File: config.mk
export PLATFORM = sky130hd
export DESIGN_NAME = constellation_decoder
export DESIGN_NICKNAME = d
export VERILOG_FILES = /design/src/rtl/constellation_decoder.sv
export SDC_FILE = /design/constraint.sdc
export NUM_CORES = 1
export LEC_CHECK = 0
export CAP_MARGIN = 25
export CORE_UTILIZATION = 57
export CTS_CLUSTER_SIZE = 16
export DETAILED_ROUTE_END_ITERATION = 10
export MAX_ROUTING_LAYER = met4
export PLACE_DENSITY = 0.81
export SLEW_MARGIN = 20
export SYNTH_ARGS = -nofsm -noshare
export SYNTH_HDL_FRONTEND = slang
export SYNTH_SLANG_ARGS = --single-unit
File: constraint.sdc
create_clock -name clk -period 2.8 [get_ports clk]
set_input_delay 0.28 -clock clk [delete_from_list [all_inputs] [get_ports clk]]
set_output_delay 0.28 -clock clk [all_outputs]
set_load 0.05 [all_outputs]
File: src/rtl/constellation_decoder.sv
// Receive-side slicer/demapper for the 5-bit lattice code: slices three soft samples,
// rebuilds the data word and flags low-confidence decisions, with saturating link counters.
module constellation_decoder #(
  parameter int unsigned BITS_WIDTH = 5,
  parameter int unsigned DIM0_WIDTH = 2,
  parameter int unsigned DIM1_WIDTH = 2,
  parameter int unsigned DIM2_WIDTH = 1,
  parameter int unsigned SOFT_WIDTH = 8,
  parameter int unsigned ERR_THRESH = 16,
  parameter int unsigned CNT_WIDTH  = 16
) (
  input  logic                         clk,
  input  logic                         rst,
  input  logic                         in_valid,
  input  logic signed [SOFT_WIDTH-1:0] r0,
  input  logic signed [SOFT_WIDTH-1:0] r1,
  input  logic signed [SOFT_WIDTH-1:0] r2,
  input  logic                         clr_cnt,
  output logic [BITS_WIDTH-1:0]        data,
  output logic                         out_valid,
  output logic                         low_conf,
  output logic [CNT_WIDTH-1:0]         sym_cnt,
  output logic [CNT_WIDTH-1:0]         lc_cnt
);

  // One extra bit so r - ideal can never overflow.
  localparam int unsigned EW  = SOFT_WIDTH + 1;
  localparam int unsigned AMP = 2 ** (SOFT_WIDTH - 3);

  localparam logic signed [EW-1:0] A1 = EW'(AMP);
  localparam logic signed [EW-1:0] A2 = EW'(2 * AMP);
  localparam logic signed [EW-1:0] A3 = EW'(3 * AMP);

  function automatic logic [DIM0_WIDTH-1:0] slice4(input logic signed [EW-1:0] r);
    logic [DIM0_WIDTH-1:0] idx;
    if (r < -A2) begin
      idx = DIM0_WIDTH'(0);
    end else if (r[EW-1]) begin
      idx = DIM0_WIDTH'(1);
    end else if (r < A2) begin
      idx = DIM0_WIDTH'(2);
    end else begin
      idx = DIM0_WIDTH'(3);
    end
    return idx;
  endfunction

  function automatic logic signed [EW-1:0] ideal4(input logic [DIM0_WIDTH-1:0] idx);
    logic signed [EW-1:0] v;
    unique case (idx)
      DIM0_WIDTH'(0): v = -A3;
      DIM0_WIDTH'(1): v = -A1;
      DIM0_WIDTH'(2): v = A1;
      default:        v = A3;
    endcase
    return v;
  endfunction

  function automatic logic [EW-1:0] abs_err(input logic signed [EW-1:0] r,
                                            input logic signed [EW-1:0] ideal);
    logic signed [EW-1:0] d;
    d = r - ideal;
    return d[EW-1] ? EW'(-d) : EW'(d);
  endfunction

  // Stage 1: input registers
  logic                         s1_valid_q;
  logic signed [SOFT_WIDTH-1:0] s1_r0_q;
  logic signed [SOFT_WIDTH-1:0] s1_r1_q;
  logic signed [SOFT_WIDTH-1:0] s1_r2_q;

  always_ff @(posedge clk) begin
    if (rst) begin
      s1_valid_q <= 1'b0;
      s1_r0_q    <= '0;
      s1_r1_q    <= '0;
      s1_r2_q    <= '0;
    end else begin
      s1_valid_q <= in_valid;
      s1_r0_q    <= r0;
      s1_r1_q    <= r1;
      s1_r2_q    <= r2;
    end
  end

  // Stage 2: slice and error magnitudes
  logic signed [EW-1:0]  r0_ext, r1_ext, r2_ext;
  logic [DIM0_WIDTH-1:0] x0_d;
  logic [DIM1_WIDTH-1:0] x1_d;
  logic [DIM2_WIDTH-1:0] x2_d;
  logic [EW-1:0]         e0_d, e1_d, e2_d;

  always_comb begin
    r0_ext = {s1_r0_q[SOFT_WIDTH-1], s1_r0_q};
    r1_ext = {s1_r1_q[SOFT_WIDTH-1], s1_r1_q};
    r2_ext = {s1_r2_q[SOFT_WIDTH-1], s1_r2_q};
    x0_d   = slice4(r0_ext);
    x1_d   = DIM1_WIDTH'(slice4(r1_ext));
    x2_d   = DIM2_WIDTH'(~r2_ext[EW-1]);
    e0_d   = abs_err(r0_ext, ideal4(x0_d));
    e1_d   = abs_err(r1_ext, ideal4(DIM0_WIDTH'(x1_d)));
    e2_d   = abs_err(r2_ext, r2_ext[EW-1] ? -A1 : A1);
  end

  logic                  s2_valid_q;
  logic [DIM0_WIDTH-1:0] s2_x0_q;
  logic [DIM1_WIDTH-1:0] s2_x1_q;
  logic [DIM2_WIDTH-1:0] s2_x2_q;
  logic [EW-1:0]         s2_e0_q, s2_e1_q, s2_e2_q;

  always_ff @(posedge clk) begin
    if (rst) begin
      s2_valid_q <= 1'b0;
      s2_x0_q    <= '0;
      s2_x1_q    <= '0;
      s2_x2_q    <= '0;
      s2_e0_q    <= '0;
      s2_e1_q    <= '0;
      s2_e2_q    <= '0;
    end else begin
      s2_valid_q <= s1_valid_q;
      s2_x0_q    <= x0_d;
      s2_x1_q    <= x1_d;
      s2_x2_q    <= x2_d;
      s2_e0_q    <= e0_d;
      s2_e1_q    <= e1_d;
      s2_e2_q    <= e2_d;
    end
  end

  // Stage 3: threshold compare and demap
  logic                  low_d;
  logic [BITS_WIDTH-1:0] data_d;

  always_comb begin
    low_d  = (32'(s2_e0_q) > ERR_THRESH) || (32'(s2_e1_q) > ERR_THRESH) ||
             (32'(s2_e2_q) > ERR_THRESH);
    data_d = {s2_x0_q, s2_x1_q, s2_x2_q};
  end

  always_ff @(posedge clk) begin
    if (rst) begin
      out_valid <= 1'b0;
      data      <= '0;
      low_conf  <= 1'b0;
    end else begin
      out_valid <= s2_valid_q;
      if (s2_valid_q) begin
        data     <= data_d;
        low_conf <= low_d;
      end
    end
  end

  // Counters step on the same edge that presents the symbol, so they track out_valid.
  always_ff @(posedge clk) begin
    if (rst || clr_cnt) begin
      sym_cnt <= '0;
      lc_cnt  <= '0;
    end else if (s2_valid_q) begin
      if (sym_cnt != '1) begin
        sym_cnt <= sym_cnt + 1'b1;
      end
      if (low_d && (lc_cnt != '1)) begin
        lc_cnt <= lc_cnt + 1'b1;
      end
    end
  end

endmodule

==> insert_results.sql, run 1 <==
INSERT INTO impl_metrics (metric_group, metric, value, unit) VALUES
('critical_path', 'critPathArrivalTime', '1650', 'ps'),
('finish', 'insertedDiodeCount', '0', ''),
('clock_tree', 'number_of_clock_buffers_inserted_by_tritoncts', '9', ''),
('synth', 'synthesis.yosys.warnings', '0', ''),
('pwr', 'p_leak', '0.00176', 'uW'),
('die', 'io_pins', '67', ''),
('pwr', 'totalPowerFinal', '2640', 'uW'),
('synth', 'ys.flop_type', 'sky130_fd_sc_hd__dfxtp_1', ''),
('synth', 'synth.ff_latch_count', '97', ''),
('pwr', 'power.density', '543', 'nW/um^2'),
('die', 'rows', '30', ''),
('detailed_routing', 'wire_per_inst', '12.6', 'um'),
('die', 'starting_density_of_the_core', '58.7', '%'),
('critical_path', 'timing_worst_setup_path_type', 'flip-flop to primary output', ''),
('grt', 'grt_max_degree', '64', ''),
('detailed_routing', 'routed_wl', '7300', 'um'),
('clock_tree', 'tritoncts_clock_tree', 'yes', ''),
('timing', 'shortest_period_the_worst_path_allows', '1930', 'ps'),
('synth', 'synth.lib_cells_used.distinct', '41', ''),
('timing', 'final-max-slew-violation-count', '0', ''),
('grt', 'gr-total-overflow', '0', ''),
('detailed_routing', 'drt-pass1-iter-count', '8', ''),
('place', 'place_ws', '972', 'ps'),
('clock_tree', 'worstSkewPairLatency', '360', 'ps'),
('synth', 'synth.cell_area', '3970', 'um^2'),
('timing', 'timing.clock.skew', '8.58', 'ps'),
('pwr', 'worst_ir_drop_vdd', '0.323', 'mV'),
('synth', 'synthArstFlopShare', '0', '%'),
('die', 'die-height', '85.4', 'um'),
('synth', 'number_of_flops_mapped_to_enable_cells_by_yosys', '0', ''),
('clock_tree', 'ctsResizeCount', '0', ''),
('grt', 'track_usage', '21.9', '%'),
('synth', 'post_synth.cell_area_avg', '9.18', 'um^2'),
('clock_tree', 'clk_pin_slew', '90', 'ps'),
('die', 'core', '6760', 'um^2'),
('synth', 'most_repeated_cell_in_the_gate_level_netlist_after_synthesis', 'sky130_fd_sc_hd__dfxtp_1', ''),
('critical_path', 'crit_path_cell_trace', 'clkdlybuf4s50_1', ''),
('place', 'numPlacedInstances', '562', ''),
('clock_tree', 'holdBufCountCts', '0', ''),
('finish', 'final_net_count', '535', ''),
('critical_path', 'cpPeakStageDelay', '840', 'ps'),
('timing', 'hold_viol', '0', ''),
('synth', 'synth_sequential_area_ratio', '49.0', '%'),
('critical_path', 'cp_data_required_time', '2520', 'ps'),
('synth', 'netlist_instances', '432', ''),
('critical_path', 'critical_path.max_fanout', '7', ''),
('run', 'drv_cap', '0', ''),
('detailed_routing', 'viasPerCell', '5.50', ''),
('grt', 'grt_antenna_before_repair', '0', ''),
('clock_tree', 'clock_sink_count', '97', ''),
('grt', 'grt_first_pass_wirelength', '12400', 'um'),
('grt', 'number_of_global_route_vias_before_repair', '2890', ''),
('detailed_routing', 'detail_route.drc_violations', '1', ''),
('place', 'post_dp_hpwl', '5200', 'um'),
('finish', 'share_of_the_core_filled_with_cells_in_the_final_layout', '72.0', '%'),
('detailed_routing', 'postRouteAntennaNets', '0', ''),
('outcome', 'violations_in_the_final_reports', 'design-rule violations', ''),
('timing', 'period_share', '68.9', '%'),
('clock_tree', 'clock_path_buffers', '2', ''),
('outcome', 'status', 'complete, but fails checks', ''),
('finish', 'instances_no_fill', '578', ''),
('detailed_routing', 'initialDrtViolationCount', '170', ''),
('synth', 'leading_post_synthesis_cells_by_cell_area', 'sky130_fd_sc_hd__dfxtp_1, sky130_fd_sc_hd__nor2_1, sky130_fd_sc_hd__nor2b_1, sky130_fd_sc_hd__xnor2_1, sky130_fd_sc_hd__ha_1', ''),
('synth', 'yosysTopAreaCellShare', '49.0', '%'),
('critical_path', 'critPathSlowestCell', 'sky130_fd_sc_hd__clkdlybuf4s50_1', ''),
('synth', 'synth_top_area_cell', 'sky130_fd_sc_hd__dfxtp_1', ''),
('critical_path', 'critPathTopFamily', 'buffers and inverters', ''),
('timing', 'fmax', '519', 'MHz'),
('finish', 'post_route_cells_drive_above_1_share', '5.02', '%'),
('timing', 'actual_transition_at_the_worst_max_transition_pin', '622', 'ps'),
('critical_path', 'critical_path.startpoint_type', 'flip-flop', '');
==> placed cells by master, fill, tap and decap left out, types with 14 or more instances in the layout <==
master                            instances
sky130_fd_sc_hd__dfxtp_1                 97
sky130_fd_sc_hd__clkdlybuf4s50_1         65
sky130_fd_sc_hd__nor2_1                  54
sky130_fd_sc_hd__nor2b_1                 28
sky130_fd_sc_hd__nand2_1                 25
sky130_fd_sc_hd__a21oi_1                 25
sky130_fd_sc_hd__xnor2_1                 19
sky130_fd_sc_hd__inv_1                   18
sky130_fd_sc_hd__nand3_1                 16
sky130_fd_sc_hd__or3_1                   14
sky130_fd_sc_hd__o21ai_0                 14
==> final timing paths <==
path | startpoint | end | slack [ps] | cells past startpoint
worst max-delay path | lc_cnt[13] | lc_cnt[13] | 870 | 1
worst min-delay path | rst | s1_valid_q | 140 | 2
worst max register to register | s2_e1_q[0] | lc_cnt[10] | 940 | 5
worst min register to register | s1_r0_q[7] | s2_x0_q[1] | 390 | 1
==> metrics by stage <==
stage | hold slack [ps] | cell area [um^2]
detailed placement | 376 | 4660
finish | 138 | 4860
global placement | 377 | 4660
CTS | 131 | 4860
global route | 152 | 4860
floorplan | 368 | 3970
==> power by group <==
| part | leakage [uW] | internal [uW] | switching (uW) |
|---|---|---|---|
| logic | 0.000861 | 124 | 130 |
| registers | 0.000796 | 1440 | 31.1 |
| clock network | 0.0000985 | 438 | 476 |
| total | 0.00176 | 2000 | 637 |
==> cells by family after synthesis <==
kind of cell / Yosys count / synth area share [%]
and+or+nand+nor: 183 / 24.4
AOI/OAI and AO/OA: 67 / 10.2
muxes: 8 / 2.02
buffers and inverters: 37 / 3.85
xor gates and xnor gates: 25 / 5.52
DFF: 97 / 49.0
other: 1 / 0.0945
adders and majority gates: 14 / 4.98
==> state kept, by name, summed over array words and instances (netlist names), 2 cells and up <==
| signal | cells |
|---|---|
| s1_r2_q | 8 |
| sym_cnt | 16 |
| s1_r0_q | 8 |
| s1_r1_q | 8 |
| s2_e0_q | 9 |
| s2_e2_q | 9 |
| lc_cnt | 16 |
| data | 5 |
| s2_x0_q | 2 |
| s2_x1_q | 2 |
| s2_e1_q | 9 |
==> layout make-up <==
cell class / instances / area, um^2
Tap cell: 80 / 100
Fill cell: 533 / 1890
Inverter: 18 / 67.6
Multi-Input combinational cell: 298 / 1870
Clock buffer: 10 / 138
Clock inverter: 6 / 67.6
Timing Repair Buffer: 69 / 678
Sequential cell: 97 / 1940
==> routing by layer <==
layer	wire, um	GRT usage (%)
met5	0	-
met4	89	8.18
met3	332	3.79
met2	3460	35.3
met1	3420	27.6
Power figures use the tool's default switching activity.
==> run 2, diff against run 1 <==
CORE_UTILIZATION = 53   (was 57)
PLACE_DENSITY = 0.76   (was 0.81)
clock period = 1.9 ns   (was 2.8 ns; I/O delays follow)
==> run 2 against run 1 <==
Effect of this change:
- the run now ends clean
- combinational power up 51%
- critical path depth unchanged
- sequential cell count unchanged
- die area up 7.4%
- register-to-register slack worse by 850 ps
- highest routed layer unchanged
==> insert_results.sql, run 2 (synthesized netlist as in run 1, its figures left out) <==
INSERT INTO impl_metrics (metric_group, metric, value, unit) VALUES
('place', 'gpl.final_weighted_congestion', '0.806', ''),
('place', 'buffer_ports.inserted', '66', ''),
('critical_path', 'cpPeakStageDelay', '840', 'ps'),
('min_path', 'worst_hold_path.endpoint', 'low_conf', ''),
('critical_path', 'critPathSlowestCell', 'sky130_fd_sc_hd__clkdlybuf4s50_1', ''),
('finish', 'num-fill-cells', '611', ''),
('grt', 'grt_antenna_before_repair', '0', ''),
('clock_tree', 'clockRootBuffer', 'sky130_fd_sc_hd__clkbuf_8', ''),
('finish', 'reg.largest.list', 'lc_cnt x16, sym_cnt x16', ''),
('detailed_routing', 'postRouteAntennaNets', '0', ''),
('min_path', 'min_delay_path_depth', '2', ''),
('detailed_routing', 'initialDrtViolationCount', '64', ''),
('timing', 'final-max-slew-violation-count', '0', ''),
('die', 'dieArea', '7830', 'um^2'),
('pwr', 'p_leak', '0.00184', 'uW'),
('clock_tree', 'cts_htree_levels', '3', ''),
('detailed_routing', 'via_count', '3118', ''),
('grt', 'track_usage', '20.7', '%'),
('critical_path', 'critPathArrivalTime', '1650', 'ps'),
('die', 'starting_density_of_the_core', '54.7', '%'),
('grt', 'gr-total-overflow', '0', ''),
('critical_path', 'critical_path.startpoint_type', 'flip-flop', ''),
('clock_tree', 'clock_sink_count', '97', ''),
('timing', 'shortest_period_the_worst_path_allows', '1840', 'ps'),
('finish', 'final_net_count', '540', ''),
('clock_tree', 'worstSkewPairLatency', '360', 'ps'),
('finish', 'leading_cell_type_in_the_layout_fill_and_taps_excluded', 'sky130_fd_sc_hd__dfxtp_1', ''),
('timing', 'setup_repair_after_global_routing_missed_its_margin', 'no', ''),
('die', 'core', '7250', 'um^2'),
('finish', 'layout_common_cells', 'sky130_fd_sc_hd__dfxtp_1, sky130_fd_sc_hd__clkdlybuf4s50_1, sky130_fd_sc_hd__nor2_1', ''),
('detailed_routing', 'detail_route.drc_violations', '0', ''),
('timing', 'period_share', '96.7', '%'),
('place', 'place_ws', '108', 'ps'),
('critical_path', 'crit_path_cell_trace', 'clkdlybuf4s50_1', ''),
('run', 'drv_cap', '0', ''),
('timing', 'finalWorstSetupSlack', '62.2', 'ps'),
('critical_path', 'cp-end-kind', 'primary output', ''),
('die', 'rows', '31', ''),
('place', 'post_dp_hpwl', '5330', 'um'),
('critical_path', 'critical_path_buf_inv_count', '1', ''),
('place', 'placement.cell_area', '4750', 'um^2'),
('critical_path', 'critPathTopFamily', 'buffers and inverters', ''),
('min_path', 'holdCritPathClass', 'input port to flip-flop', ''),
('pwr', 'power_frac_clock', '36.1', '%'),
('pwr', 'combPwrFrac', '9.6', '%'),
('grt', 'grt_max_degree', '63', ''),
('critical_path', 'setup.reg_to_reg.worst_slack', '90', 'ps'),
('die', 'die-height', '88.5', 'um'),
('clock_tree', 'clk_pin_slew', '100', 'ps'),
('pwr', 'power.density', '800', 'nW/um^2'),
('finish', 'share_of_the_core_filled_with_cells_in_the_final_layout', '68.7', '%'),
('finish', 'insertedDiodeCount', '0', ''),
('critical_path', 'critical_path.max_fanout', '7', ''),
('pwr', 'p_int', '3050', 'uW'),
('timing', 'hold_viol', '0', ''),
('clock_tree', 'number_of_clock_buffers_inserted_by_tritoncts', '9', ''),
('critical_path', 'ff2ff_path_depth', '6', ''),
('timing', 'actual_transition_at_the_worst_max_transition_pin', '551', 'ps'),
('pwr', 'switchingPower', '934', 'uW'),
('detailed_routing', 'wire_per_inst', '12.2', 'um'),
('critical_path', 'r2r-start', 'lc_cnt[0]', ''),
('timing', 'max_slew_margin', '63.0', '%'),
('min_path', 'holdCritStartpoint', 'rst', ''),
('critical_path', 'timing_worst_setup_path_type', 'flip-flop to primary output', ''),
('timing', 'setup_viol', '0', ''),
('pwr', 'worst_ir_drop_vdd', '0.419', 'mV'),
('grt', 'number_of_global_route_vias_before_repair', '2772', ''),
('timing', 'timing.clock.skew', '14.1', 'ps'),
('timing', 'fmax', '544', 'MHz'),
('finish', 'post_route_cells_drive_above_1_share', '9.16', '%'),
('pwr', 'totalPowerFinal', '3990', 'uW'),
('pwr', 'sequentialPowerShare', '54.3', '%'),
('finish', 'area_of_all_placed_cells_without_fillers', '4980', 'um^2'),
('timing', 'timing.setup.tns', '0', 'ps'),
('outcome', 'status', 'finished, final reports clean', ''),
('critical_path', 'cp_data_required_time', '1710', 'ps'),
('die', 'io_pins', '67', ''),
('clock_tree', 'clock_path_buffers', '2', ''),
('die', 'die_w', '88.5', 'um'),
('clock_tree', 'holdBufCountCts', '0', ''),
('finish', 'areaGrowthSynthToFinish', '25.7', '%'),
('pwr', 'power_switching_share', '23.4', '%'),
('detailed_routing', 'drt-pass1-iter-count', '4', ''),
('critical_path', 'regToRegEndpoint', 'lc_cnt[14]', ''),
('grt', 'grt_first_pass_wirelength', '12100', 'um'),
('clock_tree', 'tritoncts_clock_tree', 'yes', ''),
('detailed_routing', 'viasPerCell', '5.19', ''),
('detailed_routing', 'routed_wl', '7330', 'um');
-- run 2: cell count changes in the layout (fill, tap and decap cells not counted), sizes merged --
| cell | before | now |
|---|---|---|
| clkdlybuf4s50 | 65 | 63 |
| bufinv | 1 | 2 |
| clkinvlp | 2 | 1 |
| clkinv | 3 | 2 |
| clkbuf | 10 | 9 |
| inv | 18 | 19 |
| buf | 4 | 9 |
| dlymetal6s2s | 0 | 2 |
-- run 2: metrics by stage --
stage,hold slack [ps],cells
after floorplan,318,432
after global placement,370,586
after detailed placement,376,586
after CTS,102,601
after global routing,122,601
final,114,601
-- run 2: layer usage --
metal / GRT usage (%) / vias up / share of wire (%)
met5: - / - / 0
met4: 9.38 / 0 / 1.5
met3: 4.10 / 9 / 3.8
met2: 34.1 / 68 / 48
met1: 24.5 / 1426 / 46
li1: - / 1615 / -
-- run 2: cell type report --
cell class / instances / area, um^2 / share of cell area [%]
Clock buffer: 9 / 124 / 2.48
Tap cell: 99 / 124 / 2.48
Multi-Input combinational cell: 298 / 1880 / 37.7
Clock inverter: 6 / 92.6 / 1.86
Timing Repair Buffer: 74 / 733 / 14.7
Sequential cell: 97 / 1970 / 39.4
Inverter: 18 / 67.6 / 1.36
-- run 2: timing repair --
action                                  in CTS  in global routing
setup buffers                                0                  0
resized for setup                            0                  6
endpoints found under the setup margin       0                  4
-- run 2: worst max path at each step --
| stage | start | end | slack, ps | cells past startpoint |
|---|---|---|---|---|
| global placement | lc_cnt[0] | lc_cnt[15] | 170 | 6 |
| finish | lc_cnt[2] | lc_cnt[2] | 60 | 1 |
| floorplan | lc_cnt[9] | lc_cnt[14] | -40 | 5 |
| detailed placement | lc_cnt[0] | lc_cnt[15] | 110 | 6 |
| CTS | lc_cnt[4] | lc_cnt[4] | 30 | 1 |
| global route | lc_cnt[0] | lc_cnt[14] | 4 | 6 |
-- run 2: power groups by stage --
stage,Sequential (uW),Combinational (uW),Clock [uW]
CTS,2170,386,1480
global route,2180,425,1560
finish,2170,382,1440
global placement,2210,371,0
floorplan,2220,250,0
detailed placement,2220,383,0
==> RTL change 1, RTL diff (settings of run 2) <==
Change the parameter `CNT_WIDTH` from 16 to 32.
--- a/src/rtl/constellation_decoder.sv
+++ b/src/rtl/constellation_decoder.sv
@@ -7,7 +7,7 @@
   parameter int unsigned DIM2_WIDTH = 1,
   parameter int unsigned SOFT_WIDTH = 8,
   parameter int unsigned ERR_THRESH = 16,
-  parameter int unsigned CNT_WIDTH  = 16
+  parameter int unsigned CNT_WIDTH  = 32
 ) (
   input  logic                         clk,
   input  logic                         rst,
Interface: changed (resized lc_cnt and sym_cnt); port bits go from 67 to 99. No check against the original RTL was run, so the function may have changed too.
==> RTL change 1 against run 2 <==
- setup slack worse by 180 ps
- worst hold slack better by 27 ps
- power is 57% higher
- critical endpoint is now sym_cnt[5]
- wire length is 85% higher
- the flow now finishes with violations (negative setup slack)
- core utilization is 12 points higher
- final area is 61% higher
- sequential cell count is 32 higher
- area after synthesis is 39% higher
==> RTL change 1: results (changes against run 2) <==
- Status: complete, but fails checks
- Failing checks: negative setup slack
- CP max stage cell: or4_4
- Initial antenna violation count: 0 (unchanged)
- Max stage delay on crit path: 650 ps (-190 ps)
- Ys Warns: 0 (unchanged)
- Clock transition at the registers of the reported paths: 60 ps (-40 ps)
- Vias per cell: 5.44 (+4.8%)
- First-pass GRT wire length: 21100 um (+74%)
- VDD IR max: 0.579 mV (+38%)
- Worst EP arrival: 2400 ps (+750 ps)
- Clk_skew: 7.28 ps (-6.81 ps)
- Root buffer cell: clkbuf_8
- Actual slew at the worst max-slew pin: 525 ps (-25.7 ps)
- Post-Place Cells: 871 (+49%)
- Final wirelength: 13500 um (+85%)
- Commonest cells post-synth: dfxtp_1 (129), nor2_1 (94), nand2_1 (39)
- Share of cells above drive strength 1: 0.255 (+0.164)
- Terminating pin of the worst hold path: s1_r0_q[4]
- All-Layer GR Usage: 0.249 (+0.0418)
- Unique masters post-synth: 48 (+17%)
- Iteration-0 DRC count of the detailed router: 272 (+330%)
- Final setup viols: 13 (+13)
- Leakage power: 3.60 nW (+96%)
- Finished Layout Cells: 916 (+52%)
- Postcts setup bufs: 4 (+4)
- Port Buf Inserts: 98 (+48%)
- Vias in the first global route: 4579 (+65%)
- Routability Congestion: 0.846 (+5.0%)
- Reg2reg end: sym_cnt[5]
- Setup TNS: -731 ps (-731 ps)
- DR pass1 iterations: 8 (+4)
- Post-Synthesis Cells: 612 (+42%)
- Max Fanout on Critical Path: 5 (-2)
- Antenna diode count: 0 (unchanged)
- Largest net degree at the start of global routing: 32 (-49%)
- Ys async rst share: 0 (unchanged)
- GRT overflow: 0 (unchanged)
- NumNets Final: 812 (+50%)
- Worst-Skew Late Latency: 510 ps (+150 ps)
- Worst hold start: rst
- Clk buf depth: 2 (unchanged)
- Post-CTS sizing: 39 (+39)
- Reg2reg start: sym_cnt[20]
- CTS buffer count: 17 (+8)
- Hold WC Path Type: input pin to register
- Synthesized Nets: 654 (+38%)
- Cells on worst reg2reg path: 7 (+1)
- Final WS setup: -117 ps (-179 ps)
- Post-DP Area: 7110 um2 (+50%)
- Seq/Total Area, Yosys: 0.469 (-0.0208)
- CP delay by family, top: simple AND/OR/NAND/NOR gates
- Hold Path Stages: 3 (+1)
- Top post-synthesis cells by area: dfxtp_1 (47%), nor2_1 (6.4%), xnor2_1 (6.0%)
- Top flop regs: lc_cnt: 32 flops, sym_cnt: 32 flops
- H-tree depth: 4 (+1)
- Post-detail-place hpwl: 9080 um (+70%)
-- RTL change 1: final cells by class --
cell class | instances | area, um2
multi-input cells | 443 | 2990
flip-flops and latches | 129 | 2720
inverters | 17 | 63.8
well taps | 133 | 166
clock inverters | 14 | 111
fillers | 622 | 1880
clock buffers | 18 | 439
repair buffers | 162 | 1540
-- RTL change 1: metal layers --
metal	share of wire	up-vias	global-route usage
li1	-	2430	-
met5	0	-	-
met4	0.015	0	0.0837
met2	0.52	174	0.423
met1	0.42	2351	0.292
met3	0.048	25	0.0539
-- RTL change 1: power by group --
part / internal [mW] / switching (mW)
Sequential: 2.76 / 0.0513
Clock: 1.71 / 1.26
Combinational: 0.218 / 0.234
-- RTL change 1: cell families after synthesis --
logic type / share of synthesized area
adder cells (fa/ha/maj): 0.0359
XOR/XNOR: 0.0986
buffers and inverters: 0.0288
flip-flops: 0.469
AND/OR/NAND/NOR: 0.285
other: 0.000681
multiplexers: 0.0145
AO/OA/AOI/OAI: 0.0681
-- RTL change 1: metrics by stage --
step,power [mW],hold WS (ps),worst slack [ps]
2_1_floorplan,3.13,318,-65.4
3_5_place_dp,3.28,374,-99.1
4_1_cts,6.24,131,-21.8
3_3_place_gp,3.26,371,-16.6
5_1_grt,6.49,138,-187
6_report,6.24,141,-117
-- RTL change 1: how the worst max path moves through the flow --
stage | from | depth (start not counted) | slack (ps) | end
after floorplan | lc_cnt[1] | 7 | -70 | lc_cnt[31]
after global placement | s2_e2_q[0] | 9 | -20 | lc_cnt[6]
after detailed placement | sym_cnt[0] | 7 | -100 | sym_cnt[16]
after CTS | sym_cnt[19] | 6 | -20 | sym_cnt[0]
after global routing | sym_cnt[20] | 6 | -190 | sym_cnt[0]
final | sym_cnt[20] | 7 | -120 | sym_cnt[5]
==> RTL change 2, RTL diff (flow settings as in run 2) <==
Made on the original files. Add an input register stage for `in_valid`, `r0`, `r1`, `r2` and `clr_cnt`, with the module's reset; this delays them by one clock.
--- a/src/rtl/constellation_decoder.sv
+++ b/src/rtl/constellation_decoder.sv
@@ -30,6 +30,28 @@
   localparam logic signed [EW-1:0] A1 = EW'(AMP);
   localparam logic signed [EW-1:0] A2 = EW'(2 * AMP);
   localparam logic signed [EW-1:0] A3 = EW'(3 * AMP);
+
+  logic in_valid_q;
+  logic signed [SOFT_WIDTH-1:0] r0_q;
+  logic signed [SOFT_WIDTH-1:0] r1_q;
+  logic signed [SOFT_WIDTH-1:0] r2_q;
+  logic clr_cnt_q;
+
+  always_ff @(posedge clk) begin
+    if (rst) begin
+      in_valid_q <= '0;
+      r0_q       <= '0;
+      r1_q       <= '0;
+      r2_q       <= '0;
+      clr_cnt_q  <= '0;
+    end else begin
+      in_valid_q <= in_valid;
+      r0_q       <= r0;
+      r1_q       <= r1;
+      r2_q       <= r2;
+      clr_cnt_q  <= clr_cnt;
+    end
+  end
 
   function automatic logic [DIM0_WIDTH-1:0] slice4(input logic signed [EW-1:0] r);
     logic [DIM0_WIDTH-1:0] idx;
@@ -76,10 +98,10 @@
       s1_r1_q    <= '0;
       s1_r2_q    <= '0;
     end else begin
-      s1_valid_q <= in_valid;
-      s1_r0_q    <= r0;
-      s1_r1_q    <= r1;
-      s1_r2_q    <= r2;
+      s1_valid_q <= in_valid_q;
+      s1_r0_q    <= r0_q;
+      s1_r1_q    <= r1_q;
+      s1_r2_q    <= r2_q;
     end
   end
 
@@ -154,7 +176,7 @@
 
   // Counters step on the same edge that presents the symbol, so they track out_valid.
   always_ff @(posedge clk) begin
-    if (rst || clr_cnt) begin
+    if (rst || clr_cnt_q) begin
       sym_cnt <= '0;
       lc_cnt  <= '0;
     end else if (s2_valid_q) begin
Formal check against the unedited RTL: not equivalent (Yosys sat finds a counterexample within 4 cycles, from zero or initial values and one cycle with rst high).
==> RTL change 2 against run 2 <==
- count of clock-buffer cells in the layout up 8
- power up 58%
- first-iteration DRC count up 110%
- sequential cell count up 26
- wire length up 25%
- setup slack worse by 17 ps
- final area up 24%
- highest routed layer unchanged
- largest power group is now clock
- clock skew up 1.8 ps
- area after synthesis up 18%
==> RTL change 2: results (changes against run 2) <==
- Fill count: 584 (-4.4%)
- NumNets Final: 606 (+12%)
- Final wirelength: 9140 um (+25%)
- CP delay by family, top: simple AND/OR/NAND/NOR gates
- First-pass GRT wire length: 15000 um (+24%)
- Largest net degree at the start of global routing: 54 (-14%)
- Status: finished clean
- Share of cells above drive strength 1: 0.146 (+0.0539)
- GR met1 Demand/Resource: 0.246 (+0.000934)
- Iteration-0 DRC count of the detailed router: 132 (+110%)
- CP max stage cell: or4_4
- Met3 GRT Util: 0.0640 (+0.0229)
- Routability Congestion: 0.833 (+3.3%)
- Met2 GRT Util: 0.371 (+0.0293)
- H-tree depth: 4 (+1)
- Post-detail-place hpwl: 6020 um (+13%)
- Clock share of power: 0.511 (+0.150)
- Routed vias: 3678 (+18%)
- VDD IR max: 0.642 mV (+53%)
- Max Fanout on Critical Path: 5 (-2)
- Worst-Skew Late Latency: 510 ps (+150 ps)
- Synthesized Nets: 529 (+12%)
- Seq/Total Area, Yosys: 0.526 (+0.0359)
- Worst EP arrival: 2290 ps (+640 ps)
- Leakage power: 2.61 nW (+42%)
- Post-DP Area: 5540 um2 (+17%)
- Post-Place Setup Slack: 91.0 ps (-17.4 ps)
- Comb pwr: 0.371 mW (-3%)
- Max stage delay on crit path: 540 ps (-300 ps)
- Unique masters post-synth: 46 (+12%)
- Top post-synthesis cells by area: dfxtp_1 (53%), nor2b_1 (7.1%), nor2_1 (4.2%)
- Actual slew at the worst max-slew pin: 553 ps (+2.19 ps)
- P per Cell Area: 1020 nW/um2 (+27%)
- Die Width: 96.0 um (+8.5%)
- Clock transition at the registers of the reported paths: 60 ps (-40 ps)
-- RTL change 2: final cells by class --
cell class,count,share of cell area
repair buffers,79,0.124
well taps,105,0.0212
flip-flops and latches,123,0.407
multi-input cells,325,0.341
clock inverters,15,0.0303
clock buffers,17,0.0668
inverters,18,0.0109
-- RTL change 2: metal layers --
metal / share of wire / wire length [um]
met2: 0.51 / 4670
met3: 0.055 / 506
met4: 0.014 / 124
met5: 0 / 0
met1: 0.42 / 3830
-- RTL change 2: per-stage QoR --
step | total power, mW | instances
5_1_grt | 6.54 | 682
4_1_cts | 6.35 | 680
3_3_place_gp | 3.12 | 648
2_1_floorplan | 3.00 | 487
3_5_place_dp | 3.13 | 648
6_report | 6.30 | 682
-- RTL change 2: repair_timing --
| item | 4_1_cts | 5_1_grt |
|---|---|---|
| cloned | 0 | 1 |
| resized for setup | 22 | 16 |
| setup buffers | 0 | 1 |
| endpoints found under the setup margin | 22 | 21 |
| pin swaps | 0 | 2 |
-- RTL change 2: kinds of logic after synthesis --
family | after synthesis | share of synthesized area
AND/OR/NAND/NOR | 214 | 0.247
buffers and inverters | 40 | 0.0350
XOR/XNOR | 28 | 0.0523
AO/OA/AOI/OAI | 60 | 0.0820
multiplexers | 7 | 0.0150
flip-flops | 123 | 0.526
other | 1 | 0.000800
adder cells (fa/ha/maj) | 14 | 0.0422
-- RTL change 2: final timing paths --
check                           startpoint          end  slack, ps  cells after the start
worst max-delay path             lc_cnt[1]   lc_cnt[12]         40                      5
worst min-delay path                   rst  sym_cnt[12]         90                      3
worst max register to register   lc_cnt[1]   lc_cnt[12]         40                      5
worst min register to register  s1_r1_q[7]   s2_x1_q[1]        390                      1
